[src/rtl/noc_pkg.sv]
// -----------------------------------------------------------------------------
// noc_pkg
// Shared types and constants for the router datapath and control blocks.
//   port_id_t      : 3-bit router port identifier
//   LOCAL..WEST    : port-ID encoding shared with the XY port decoder
//   alloc_state_e  : per-output allocation state (IDLE / LOCKED)
// -----------------------------------------------------------------------------
package noc_pkg;

  typedef logic [2:0] port_id_t;

  localparam port_id_t LOCAL = 3'd0;
  localparam port_id_t NORTH = 3'd1;
  localparam port_id_t SOUTH = 3'd2;
  localparam port_id_t EAST  = 3'd3;
  localparam port_id_t WEST  = 3'd4;

  typedef enum logic {
    IDLE   = 1'b0,
    LOCKED = 1'b1
  } alloc_state_e;

endpackage : noc_pkg

[src/rtl/rr_arbiter.sv]
// -----------------------------------------------------------------------------
// rr_arbiter
// Combinational round-robin pick: returns the first asserted request found
// scanning upward from ptr with wrap-around.
//   req       (in)  : request vector, one bit per requester
//   ptr       (in)  : highest-priority requester index (must be < NUM_REQ)
//   gnt_valid (out) : at least one request was asserted
//   gnt_idx   (out) : index of the winning requester (0 when none)
// -----------------------------------------------------------------------------
module rr_arbiter
  import noc_pkg::*;
#(
  parameter int NUM_REQ = 5,
  parameter int IDX_W   = 3
) (
  input  logic [NUM_REQ-1:0] req,
  input  logic [IDX_W-1:0]   ptr,
  output logic               gnt_valid,
  output logic [IDX_W-1:0]   gnt_idx
);

  // Rotating priority scan starting at the pointer
  always_comb begin
    int cand;
    cand      = 0;
    gnt_valid = 1'b0;
    gnt_idx   = '0;
    for (int k = 0; k < NUM_REQ; k++) begin
      cand = (int'(ptr) + k) % NUM_REQ;
      if (!gnt_valid && req[cand]) begin
        gnt_valid = 1'b1;
        gnt_idx   = IDX_W'(cand);
      end else begin
        gnt_valid = gnt_valid;
      end
    end
  end

endmodule : rr_arbiter

[src/rtl/switch_allocator.sv]
// -----------------------------------------------------------------------------
// switch_allocator
// Wormhole output-port allocator. Head flits compete round-robin for their
// requested output; the winner owns the output until its tail flit crosses.
//   clk, rst_n   (in)  : clock, synchronous active-low reset
//   req_valid    (in)  : input i has a flit at its buffer head
//   req_head     (in)  : that flit is a head flit
//   req_tail     (in)  : that flit is a tail flit
//   req_port     (in)  : requested output for input i (packed, PORT_ID_W each)
//   out_ready    (in)  : output j's downstream can take a flit
//   grant        (out) : input i's flit crosses the crossbar (buffer pops)
//   out_valid    (out) : output j carries a flit
//   out_sel      (out) : crossbar select of output j (owning input ID)
//   err_bad_port (out) : a head flit requests a non-existent output
// -----------------------------------------------------------------------------
module switch_allocator
  import noc_pkg::*;
#(
  parameter int NUM_PORTS = 5,
  parameter int PORT_ID_W = 3
) (
  input  logic                           clk,
  input  logic                           rst_n,
  input  logic [NUM_PORTS-1:0]           req_valid,
  input  logic [NUM_PORTS-1:0]           req_head,
  input  logic [NUM_PORTS-1:0]           req_tail,
  input  logic [NUM_PORTS*PORT_ID_W-1:0] req_port,
  input  logic [NUM_PORTS-1:0]           out_ready,
  output logic [NUM_PORTS-1:0]           grant,
  output logic [NUM_PORTS-1:0]           out_valid,
  output logic [NUM_PORTS*PORT_ID_W-1:0] out_sel,
  output logic                           err_bad_port
);

  localparam logic [PORT_ID_W-1:0] NUM_ID  = PORT_ID_W'(NUM_PORTS);
  localparam logic [PORT_ID_W-1:0] LAST_ID = PORT_ID_W'(NUM_PORTS - 1);

  // After a release the input just served drops to lowest priority.
  function automatic logic [PORT_ID_W-1:0] next_ptr(input logic [PORT_ID_W-1:0] owner);
    logic [PORT_ID_W-1:0] nxt;
    if (owner == LAST_ID) begin
      nxt = '0;
    end else begin
      nxt = owner + PORT_ID_W'(1);
    end
    return nxt;
  endfunction

  logic [PORT_ID_W-1:0]           req_port_s [NUM_PORTS];
  logic [NUM_PORTS-1:0]           arb_req_s  [NUM_PORTS];
  logic [NUM_PORTS-1:0]           arb_valid_s;
  logic [PORT_ID_W-1:0]           arb_idx_s  [NUM_PORTS];
  logic [NUM_PORTS-1:0]           bad_s;
  logic [NUM_PORTS-1:0]           grant_s;
  logic [NUM_PORTS-1:0]           out_valid_s;
  logic [NUM_PORTS-1:0]           release_s;
  logic [NUM_PORTS*PORT_ID_W-1:0] out_sel_s;

  alloc_state_e                   state_r    [NUM_PORTS];
  logic [PORT_ID_W-1:0]           owner_r    [NUM_PORTS];
  logic [PORT_ID_W-1:0]           ptr_r      [NUM_PORTS];
  logic [NUM_PORTS-1:0]           in_busy_r;

  // Route unpacking, bad-route detection and per-output request vectors
  always_comb begin
    req_port_s = '{default: '0};
    arb_req_s  = '{default: '0};
    bad_s      = '0;
    for (int i = 0; i < NUM_PORTS; i++) begin
      req_port_s[i] = req_port[i*PORT_ID_W +: PORT_ID_W];
      bad_s[i]      = req_valid[i] && req_head[i] && (req_port_s[i] >= NUM_ID);
    end
    // A busy input is already mid-packet; its head bit cannot start a new lock.
    for (int j = 0; j < NUM_PORTS; j++) begin
      for (int i = 0; i < NUM_PORTS; i++) begin
        arb_req_s[j][i] = req_valid[i] && req_head[i] && !in_busy_r[i] &&
                          (req_port_s[i] == PORT_ID_W'(j));
      end
    end
  end

  for (genvar j = 0; j < NUM_PORTS; j++) begin : g_arb
    rr_arbiter #(
      .NUM_REQ (NUM_PORTS),
      .IDX_W   (PORT_ID_W)
    ) u_arb (
      .req       (arb_req_s[j]),
      .ptr       (ptr_r[j]),
      .gnt_valid (arb_valid_s[j]),
      .gnt_idx   (arb_idx_s[j])
    );
  end

  // Crossbar select, grant and release decode for locked outputs
  always_comb begin
    grant_s     = '0;
    out_valid_s = '0;
    release_s   = '0;
    out_sel_s   = '0;
    for (int j = 0; j < NUM_PORTS; j++) begin
      if (state_r[j] == LOCKED) begin
        // Select follows the owner even while stalled, so the lock is visible.
        out_sel_s[j*PORT_ID_W +: PORT_ID_W] = owner_r[j];
        if (req_valid[owner_r[j]] && out_ready[j]) begin
          grant_s[owner_r[j]] = 1'b1;
          out_valid_s[j]      = 1'b1;
          release_s[j]        = req_tail[owner_r[j]];
        end else begin
          out_valid_s[j] = 1'b0;
        end
      end else begin
        out_sel_s[j*PORT_ID_W +: PORT_ID_W] = '0;
      end
    end
  end

  // Per-output lock state, round-robin pointers and input busy flags
  always_ff @(posedge clk) begin
    if (!rst_n) begin
      for (int j = 0; j < NUM_PORTS; j++) begin
        state_r[j] <= IDLE;
        owner_r[j] <= '0;
        ptr_r[j]   <= '0;
      end
      in_busy_r <= '0;
    end else begin
      for (int j = 0; j < NUM_PORTS; j++) begin
        case (state_r[j])
          IDLE: begin
            // Allocation cycle: no grant yet, lock takes effect next cycle.
            if (arb_valid_s[j]) begin
              state_r[j]              <= LOCKED;
              owner_r[j]              <= arb_idx_s[j];
              in_busy_r[arb_idx_s[j]] <= 1'b1;
            end
          end
          LOCKED: begin
            if (release_s[j]) begin
              state_r[j]            <= IDLE;
              owner_r[j]            <= '0;
              in_busy_r[owner_r[j]] <= 1'b0;
              ptr_r[j]              <= next_ptr(owner_r[j]);
            end
          end
          default: begin
            state_r[j] <= IDLE;
            owner_r[j] <= '0;
          end
        endcase
      end
    end
  end

  assign grant        = grant_s;
  assign out_valid    = out_valid_s;
  assign out_sel      = out_sel_s;
  assign err_bad_port = |bad_s;

endmodule : switch_allocator

[config.mk]
export PLATFORM = sky130hd
export DESIGN_NAME = switch_allocator
export DESIGN_NICKNAME = d
export VERILOG_FILES = /design/src/rtl/noc_pkg.sv /design/src/rtl/rr_arbiter.sv /design/src/rtl/switch_allocator.sv
export SDC_FILE = /design/constraint.sdc
export NUM_CORES = 1
export LEC_CHECK = 0
export ABC_CLOCK_PERIOD_IN_PS = 7500
export CAP_MARGIN = 40
export CORE_ASPECT_RATIO = 1.1
export CORE_MARGIN = 5
export CORE_UTILIZATION = 36
export CTS_CLUSTER_DIAMETER = 50
export CTS_CLUSTER_SIZE = 8
export DETAILED_ROUTE_END_ITERATION = 10
export PLACE_DENSITY = 0.58
export SLEW_MARGIN = 40
export SYNTH_ARGS = -nofsm -noshare
export SYNTH_HDL_FRONTEND = slang
export SYNTH_SLANG_ARGS = --single-unit
[constraint.sdc]
create_clock -name clk -period 7.5 [get_ports clk]
set_input_delay 1.125 -clock clk [delete_from_list [all_inputs] [get_ports clk]]
set_output_delay 1.125 -clock clk [all_outputs]
set_load 0.005 [all_outputs]
==> flow_summary.ini <==
[logic_synthesis]
avgSynthCellArea_um2 = 7.51
yosysSeqAreaShare_pct = 9.86
synthCells = 1500
synth_fp_nets = 1658
async_flop_share_pct = 0
ys_warn_count = 0
synth_cell_types = 112
ys_ff_latch = 40
synthesis.area_mm2 = 0.0113
synth_edf_count = 31
synthFlopType = edfxtp_1

[finish]
nets = 1681
drive_gt1_share_pct = 7.68
diodes = 0
fillers = 3286
final_util_pct = 39.9
syn2layout_area_growth_pct = 10.2

[routing]
postRouteAntennaNets = 0
vias = 11900
wirelength_um = 36800
drtIter0Drc = 1025
wl_per_cell_um = 18.9
viasPerCell = 6.10
drt_pass1_iterations = 5
route.detailed.drc = 0

[die]
dieArea_mm2 = 0.0349
ios = 63
dieWidth_um = 179
dieHeight_um = 196
row_count = 68
start_util_pct = 36.2
fp.coreArea_mm2 = 0.0311

[worst_setup_path]
timing.critical_path.from = ptr_r[0][7]$_SDFFCE_PP0P_
critPathCapture = owner_r[1][0]$_SDFFCE_PP0P_
cp-start-kind = register
path_max_fanout = 10
ff2ff_setup_slack_ps = 1540
criticalPathCategory = register to register
rr_startpoint = ptr_r[0][7]$_SDFFCE_PP0P_
arrival_ps = 5980
worst_r2r_endpoint = owner_r[1][0]$_SDFFCE_PP0P_
crit_path_end_kind = register
rr_worst_depth = 20
worstPathRequired_ps = 7520

[timing]
period_needed_ps = 5960
rsz0062_at_grt = false
fmax_mhz = 168
finalSetupViolations = 0
tns_ps = 0
hold_viol = 0
tightestPinTransition_ps = 859
timing.final.crit_share_pct = 79.5
slew_headroom_pct = 42.6
skew_ps = 7.23
slew_violations = 0

[clock_network]
root_buffer = clkbuf_16
cts_tree = built
cts_buffers = 5
insertion_delay_ps = 290
postCtsHoldBufs = 0
cts_sinks = 40
clockBufferDepth = 2
h-tree-depth = 2
cts_resized = 0
clk_pin_slew_ps = 60
post-cts-setup-buffer-count = 0

[power]
swShare_pct = 54.0
power_switching_mw = 1.87
ir_drop_mv = 0.117
seqPwrFrac_pct = 14.6
leakage_nw = 4.87
pwr-share-clk_pct = 7.3
p_comb_share_pct = 78.1
p_int_mw = 1.59
power_density_mw_per_mm2 = 278

[global_route]
grt_max_degree = 34
antenna_found_initial = 1
gr-usage-met1_pct = 26.1
grt_pass1_vias = 11200
grt_overflow_total = 0
met3_usage_pct = 1.47
met2_usage_pct = 34.6
grt_pass1_wl_um = 58400
grt_usage_pct = 20.1
gr-max-usage-layer = met2

[placed_design]
dp_hpwl_um = 29400
gp_congestion = 0.946
io_buffers = 62

[job]
cap_violations = 0

[status]
status = complete, no violations

[min_path]
holdCritPathClass = register to register
==> cell type report <==
cell class,instances,area (µm²),area share [%]
Inverter,108,405,3.27
Tap cell,420,526,4.23
Sequential cell,40,1110,8.95
Timing Repair Buffer,71,688,5.54
Clock buffer,5,125,1.01
Clock inverter,3,42.5,0.343
Multi-Input combinational cell,1297,9520,76.7
==> state kept, by name, indices dropped and copies added (netlist names) <==
signal	count
in_busy_r	5
owner_r	15
ptr_r	15
state_r	5
==> layout by cell type (no fill, tap or decap), types with 18 or more instances in the layout <==
master and n:
nor3_1 49, a211oi_1 18, clkdlybuf4s50_1 62, mux2i_1 52
nor2_1 131, o21a_1 20, and2_1 27, o21ai_0 63
a31oi_1 28, inv_1 97, a21oi_1 86, nand2_1 106
edfxtp_1 31, xnor2_1 36, and3_1 20, ha_1 118
nor2b_1 25, nand2b_1 41, o211ai_1 22, nand3_1 60
nor3b_1 18
==> per-layer routing <==
layer,vias to the layer above,share of wire [%],wire [µm]
met3,78,4.5,1670
met1,5673,43,16000
met2,378,48,17700
met4,0,3.9,1420
met5,-,0,0
li1,5725,-,-
==> through the flow <==
step                hold WS (ps)  power, mW  setup WS (ps)  std cells  cell area (µm²)
CTS                          543       3.43           1620       1944            12400
global route                 579       3.77           1120       1944            12400
global placement             527       3.13           1750       1936            12200
floorplan                    483       2.51           2300       1500            11300
finish                       545       3.46           1540       1944            12400
detailed placement           532       3.17           1650       1936            12200
==> Yosys cell counts, types with 9 or more instances <==
library cell | instances | area [µm²]
a211oi_1 | 19 | 143
a21o_1 | 10 | 75.1
a21oi_1 | 86 | 430
a22oi_1 | 17 | 128
a31oi_1 | 28 | 175
a32oi_1 | 10 | 87.6
and2_1 | 27 | 169
and3_1 | 20 | 125
buf_2 | 11 | 55.1
clkbuf_1 | 29 | 109
dfxtp_1 | 9 | 180
edfxtp_1 | 31 | 931
ha_1 | 118 | 1480
inv_1 | 97 | 364
mux2_2 | 14 | 158
mux2i_1 | 52 | 521
mux4_2 | 12 | 270
nand2_1 | 106 | 398
nand2b_1 | 41 | 257
nand3_1 | 60 | 300
nand3b_1 | 12 | 90.1
nand4_1 | 10 | 62.6
nor2_1 | 131 | 492
nor2b_1 | 25 | 156
nor3_1 | 49 | 245
nor3b_1 | 19 | 143
nor4_1 | 16 | 100
o211ai_1 | 22 | 165
o21a_1 | 20 | 150
o21ai_0 | 63 | 315
o22ai_1 | 11 | 68.8
o31ai_1 | 15 | 113
o32ai_1 | 9 | 78.8
or2_2 | 17 | 106
xnor2_1 | 36 | 315
==> logic make-up (layout without fill, tap and decap cells) <==
family / Yosys count / in the layout / share of synthesized area [%]
AO/OA/AOI/OAI: 461 / 461 / 29.9
XOR/XNOR: 47 / 47 / 4.05
adder cells (fa/ha/maj): 121 / 121 / 13.6
buffers and inverters: 163 / 187 / 5.88
flip-flops: 40 / 40 / 9.86
multiplexers: 80 / 80 / 8.75
AND/OR/NAND/NOR: 588 / 588 / 28.0
==> power groups by stage <==
stage	registers [mW]	logic (mW)	clock network, mW
global route	0.517	2.99	0.261
CTS	0.500	2.68	0.253
detailed placement	0.504	2.66	0
finish	0.503	2.70	0.252
global placement	0.505	2.63	0
floorplan	0.393	2.12	0
==> worst min-delay path by stage <==
stage,start,endpoint,slack (ps),depth (start not counted)
CTS,owner_r[4][2]$_SDFFE_PP0P_,owner_r[4][2]$_SDFFE_PP0P_,540,2
global route,owner_r[4][2]$_SDFFE_PP0P_,owner_r[4][2]$_SDFFE_PP0P_,580,2
detailed placement,owner_r[4][2]$_SDFFE_PP0P_,owner_r[4][2]$_SDFFE_PP0P_,530,2
floorplan,owner_r[4][2]$_SDFFE_PP0P_,owner_r[4][2]$_SDFFE_PP0P_,480,2
finish,owner_r[4][2]$_SDFFE_PP0P_,owner_r[4][2]$_SDFFE_PP0P_,550,2
global placement,owner_r[4][2]$_SDFFE_PP0P_,owner_r[4][2]$_SDFFE_PP0P_,530,2
==> worst max-delay path, stage by stage (launching register included) <==
cell,delay (ps)
edfxtp_1,550
inv_1,290
ha_1,360
xnor2_1,440
inv_2,180
ha_1,270
or2_2,310
o211ai_1,340
nand2_1,160
ha_1,240
nand2b_1,170
o2111ai_1,170
and3_1,300
a31oi_1,110
a221oi_1,400
a22oi_2,190
nor2b_1,200
a21oi_1,170
o41ai_2,590
a21o_2,200
nor2_1,50
Power figures use the tool's default switching activity.
==> RTL edit 1: new RTL, config.mk and constraints unchanged <==
Change the parameter `PORT_ID_W` from 3 to 4.
--- a/src/rtl/switch_allocator.sv
+++ b/src/rtl/switch_allocator.sv
@@ -18,5 +18,5 @@
 #(
   parameter int NUM_PORTS = 5,
-  parameter int PORT_ID_W = 3
+  parameter int PORT_ID_W = 4
 ) (
   input  logic                           clk,
Interface: changed (resized out_sel and req_port); port bits go from 63 to 73. No check against the original RTL was run, so the function may have changed too.
==> RTL edit 1 against the original RTL <==
- utilization about the same
- wire length increased by 91%
- via count grew 86%
- count of clock-buffer cells in the layout unchanged
- setup slack worse by 1100 ps
- area after synthesis up 78%
- sequential cell count grew 10
- global-route usage rose by 1.6 points
- critical path depth rose by 4
- sequential share of layout area decreased by 2.5 points
- design area is 76% higher
- die area is 73% higher
- combinational power grew to 2.9 times the old value
- total power rose to 2.6 times the old value
- critical endpoint is now in_busy_r[3]$_SDFF_PN0_
- largest cell class unchanged
==> RTL edit 1: results (changes against the original RTL) <==
| Metric | Value |
|---|---|
| Port Buffers | `72 (was 62)` |
| Hold Startpoint | `owner_r[4][3]$_SDFFE_PP0P_ (was owner_r[4][2]$_SDFFE_PP0P_)` |
| Root Buffer | `clkbuf_16 (unchanged)` |
| WL per Instance | `20.1 microns (was 18.9 microns)` |
| 1st-pass router iterations | `7 (was 5)` |
| Top flop regs | `owner_r x20, ptr_r x20 (was owner_r x15, ptr_r x15)` |
| Register area share after synthesis | `7.00% (was 9.86%)` |
| EDFF count, synth | `40 (was 31)` |
| Pin count of the biggest net entering global routing | `45 (was 34)` |
| Layout cells sized above 1 | `9.19% (was 7.68%)` |
| Vias | `22100 (was 11900)` |
| Initial antenna violation count | `3 (was 1)` |
| Area contributors post-synth | `ha_1, edfxtp_1, mux2i_1, o21ai_0, a21oi_1 (was ha_1, edfxtp_1, mux2i_1, nor2_1, a21oi_1)` |
| HPWL after detailed placement | `56200 microns (was 29400 microns)` |
| Nets | `3019 (was 1681)` |
| Yosys cell types | `133 (was 112)` |
| Reg2reg path depth | `24 (was 20)` |
| Synth top area share | `13.4% (was 13.1%)` |
| FF-to-FF Start | `ptr_r[0][17]$_SDFFCE_PP0P_ (was ptr_r[0][7]$_SDFFCE_PP0P_)` |
| Global-route wire length before repair | `111000 microns (was 58400 microns)` |
| Outcome | `complete, no violations (unchanged)` |
| Synth warn | `0 (unchanged)` |
| Vias in the first global route | `20700 (was 11200)` |
| Most common flop cell mapped by yosys | `edfxtp_1 (unchanged)` |
| Max VDD drop | `0.180 mV (was 0.117 mV)` |
| All-Layer GR Usage | `21.7% (was 20.1%)` |
| Ys async rst share | `0% (unchanged)` |
| Leak pwr | `8.71 nW (was 4.87 nW)` |
| P_int | `3.79 mW (was 1.59 mW)` |
| Worst setup SP type | `register (unchanged)` |
| CP arrival | `7270 ps (was 5980 ps)` |
| CTS Buf Count | `5 (unchanged)` |
| Worst-path clk slew | `80 ps (was 60 ps)` |
| Clock Tree Buf Depth | `2 (unchanged)` |
| 1st-iter DRT viols | `2146 (was 1025)` |
| Min-Delay Path Class | `register to register (unchanged)` |
| Clock latency at the later pin of the worst-skew pair | `320 ps (was 290 ps)` |
| Synth top cells by count | `ha_1, nand2_1, nor2_1 (was nor2_1, ha_1, nand2_1)` |
| Worst-path fanout max | `11 (was 10)` |
| Hold path depth | `2 (unchanged)` |
| Worst clock skew | `8.38 ps (was 7.23 ps)` |
| GPL Wtd Cong | `0.968 (was 0.946)` |
| H-Tree Depth | `2 (unchanged)` |
| Worst-Margin Slew | `850 ps (was 859 ps)` |
==> RTL edit 1: path summary, 6_finish.rpt <==
check	endpoint	slack, ps
min	owner_r[4][3]$_SDFFE_PP0P_	590
max	in_busy_r[3]$_SDFF_PN0_	480
min reg2reg	owner_r[4][3]$_SDFFE_PP0P_	590
max reg2reg	in_busy_r[3]$_SDFF_PN0_	480
==> RTL edit 1: stage by stage <==
step / instances / worst slack, ps / util (%) / hold slack (ps) / instance area, sq um
floorplan: 2734 / 299 / - / 533 / 20000
global placement: 3490 / 400 / 39.4 / 581 / 21600
detailed placement: 3490 / 279 / 39.4 / 580 / 21700
CTS: 3498 / 248 / 39.7 / 590 / 21800
global route: 3500 / 28.8 / 39.8 / 642 / 21900
finish: 3501 / 478 / 39.8 / 588 / 21900
==> RTL edit 1: kinds of logic after synthesis <==
family / count (synthesis) / synth area share, %
simple gates: 1065 / 29.1
mux: 122 / 7.11
fa+ha+maj: 216 / 13.5
buf+inv: 285 / 5.88
compound gates: 902 / 33.2
flops: 50 / 7.00
xor+xnor: 94 / 4.30
==> RTL edit 1: critical path, stage by stage, from the launching register on <==
cell	delay [ps]
edfxtp_1	550
ha_1	340
and3b_1	260
nor2_1	290
ha_1	370
and4b_1	270
o31ai_1	450
nor2_1	210
ha_1	290
nor2_1	200
o211ai_1	130
o32a_1	340
and3_1	210
ha_1	250
nor2b_1	140
a21oi_1	220
or2_1	320
o21ai_1	230
a2111oi_4	620
a22oi_1	140
a21oi_1	260
nor2_1	110
nor3b_1	460
a2bb2oi_1	130
a31oi_1	170
==> RTL edit 1: routing by layer <==
metal	vias up	share of wire (%)	global-route usage [%]
li1	10600	-	-
met1	10500	44	28.9
met2	868	46	37.0
met3	114	6.4	2.39
met4	6	3.0	6.31
met5	-	0.050	0
==> RTL edit 1: area by class of cell <==
class / instances / area [sq um]
Fill cell: 5760 / 33100
Clock inverter: 3 / 48.8
Sequential cell: 50 / 1400
Inverter: 160 / 601
Timing Repair Buffer: 147 / 1280
Tap cell: 736 / 921
Clock buffer: 5 / 125
Multi-Input combinational cell: 2399 / 17500
Antenna cell: 1 / 2.50
==> RTL edit 1: timing repair <==
item	in CTS	in global routing
hold endpoints to repair	0	0
setup endpoints to repair	0	20
setup buffers	0	2
gates resized for setup	0	3
==> RTL edit 1: power by group through the flow <==
stage	logic [mW]	registers (mW)	clock network, mW
2_1_floorplan	5.95	0.572	0
3_3_place_gp	7.62	0.686	0
3_5_place_dp	7.74	0.690	0
4_1_cts	7.79	0.685	0.290
5_1_grt	8.70	0.710	0.297
6_report	7.95	0.690	0.284
==> RTL edit 2: new RTL, same flow settings <==
Made on the original files. Make the reset (`rst_n`) asynchronous in one clocked block. Comments in the files are not updated.
--- a/src/rtl/switch_allocator.sv
+++ b/src/rtl/switch_allocator.sv
@@ -116,5 +116,5 @@
 
   // Per-output lock state, round-robin pointers and input busy flags
-  always_ff @(posedge clk) begin
+  always_ff @(posedge clk or negedge rst_n) begin
     if (!rst_n) begin
       for (int j = 0; j < NUM_PORTS; j++) begin
Check against the original RTL: not settled (the Yosys comparison gave no result); the edit may change what the design does.
==> RTL edit 2 against the original RTL <==
- design area decreased by 2.9%
- worst hold slack better by 51 ps
- non-clock buffer count is 1 lower
- sequential cell count unchanged
- setup slack lost 46 ps
- via count shrank 2.0%
- total power rose by 56%
- fmax shrank 0.77%
- area after synthesis fell by 2.6%
- utilization is essentially flat
- wire length rose by 0.63%
- sequential power decreased by 1%
- largest power group unchanged
- highest routed layer unchanged
==> RTL edit 2: results (changes against the original RTL) <==
| Metric | Value |
|---|---|
| Final period util | `80.1% (was 79.5%)` |
| Setup_tns | `0 ps (unchanged)` |
| Hold Startpoint | `state_r[3]$_DFF_PN0_ (was owner_r[4][2]$_SDFFE_PP0P_)` |
| Synth Area in XOR/XNOR | `3.39% (was 4.05%)` |
| Layout cells sized above 1 | `7.40% (was 7.68%)` |
| Worst hold slack | `596 ps (was 545 ps)` |
| Worst-path fanout max | `15 (was 10)` |
| Area contributors post-synth | `ha_1, dfrtp_1, mux2i_1, nand2_1, o21ai_0 (was ha_1, edfxtp_1, mux2i_1, nor2_1, a21oi_1)` |
| Yosys cell types | `116 (was 112)` |
| Syn Nets | `1635 (was 1658)` |
| WL per Instance | `19.4 microns (was 18.9 microns)` |
| Global-route wire length before repair | `58700 microns (was 58400 microns)` |
| HPWL after detailed placement | `28800 microns (was 29400 microns)` |
| CP arrival | `6180 ps (was 5980 ps)` |
| Pin count of the biggest net entering global routing | `41 (was 34)` |
| Max VDD drop | `0.241 mV (was 0.117 mV)` |
| Ys async rst share | `100% (was 0%)` |
| Register area share after synthesis | `9.12% (was 9.86%)` |
| Worst path slowest cell | `mux4_2 (was o41ai_2)` |
| Adder-Cell Fraction of Synth Area | `12.3% (was 13.6%)` |
| Hold path depth | `1 (was 2)` |
| Synth Area in Compound Gates | `30.3% (was 29.9%)` |
| Slew margin rel. | `49.8% (was 42.6%)` |
| Synth warn | `0 (unchanged)` |
| Hold worst-path end | `state_r[3]$_DFF_PN0_ (was owner_r[4][2]$_SDFFE_PP0P_)` |
| Reg-to-reg endpoint | `in_busy_r[2]$_DFF_PN0_ (was owner_r[1][0]$_SDFFCE_PP0P_)` |
| Most common flop cell mapped by yosys | `dfrtp_1 (was edfxtp_1)` |
| Worst clock skew | `3.22 ps (was 7.23 ps)` |
| 1st-iter DRT viols | `787 (was 1025)` |
| Outcome | `complete, no violations (unchanged)` |
| Leak pwr | `4.71 nW (was 4.87 nW)` |
| Fillcell total | `3166 (was 3286)` |
| Vias in the first global route | `10900 (was 11200)` |
| All-Layer GR Usage | `20.9% (was 20.1%)` |
| Flop2flop setup slack | `1490 ps (was 1540 ps)` |
| P_int | `2.33 mW (was 1.59 mW)` |
| GPL Wtd Cong | `0.930 (was 0.946)` |
| Post-synthesis mux area share | `8.88% (was 8.75%)` |
| CP startpoint | `ptr_r[7]$_DFFE_PN0P_ (was ptr_r[0][7]$_SDFFCE_PP0P_)` |
| Post-CTS resize count | `0 (unchanged)` |
| Vias | `11600 (was 11900)` |
-- RTL edit 2: cell count changes in the layout (fill, tap and decap cells not counted), sizes merged, moves of 9 or more --
cell    delta
dfrtp     +40
ha        -10
dfxtp      -9
o21ai     +29
mux2i      +9
o21a      -10
nor2      -35
nand2     +20
edfxtp    -31
inv       -16
a21oi     -18
nor2b     +10
-- RTL edit 2: layout make-up --
cell class | instances | area share [%]
Sequential cell | 40 | 8.30
Clock buffer | 6 | 1.07
Multi-Input combinational cell | 1289 | 77.5
Inverter | 93 | 2.90
Timing Repair Buffer | 70 | 5.62
Tap cell | 414 | 4.30
Clock inverter | 2 | 0.291
-- RTL edit 2: power groups by stage --
stage | Sequential (mW) | Clock, mW | Combinational [mW]
6_report | 0.498 | 0.259 | 4.64
5_1_grt | 0.520 | 0.273 | 5.15
4_1_cts | 0.494 | 0.266 | 4.61
3_5_place_dp | 0.498 | 0 | 4.58
3_3_place_gp | 0.499 | 0 | 4.53
2_1_floorplan | 0.390 | 0 | 3.65
-- RTL edit 2: worst max-delay path, delay by kind of cell (launching register included) --
| family | cells | cell delay (ps) |
|---|---|---|
| DFF | 1 | 520 |
| and+or+nand+nor | 6 | 1120 |
| adders and majority gates | 4 | 1220 |
| muxes | 1 | 590 |
| AOI/OAI and AO/OA | 5 | 1280 |
| buffers and inverters | 3 | 670 |
| xor gates and xnor gates | 1 | 470 |
-- RTL edit 2: routing by layer --
metal	up-vias	global-route usage, %	wire length (microns)
met3	65	2.54	2080
met1	5505	27.0	16200
met2	384	36.2	17700
met4	0	7.23	1070
met5	-	0	0
li1	5662	-	-
-- RTL edit 2: per-stage QoR --
stage	instances	area [sq um]
after floorplan	1490	11000
after CTS	1914	12000
final	1914	12100
after global placement	1906	11900
after detailed placement	1906	11900
after global routing	1914	12100
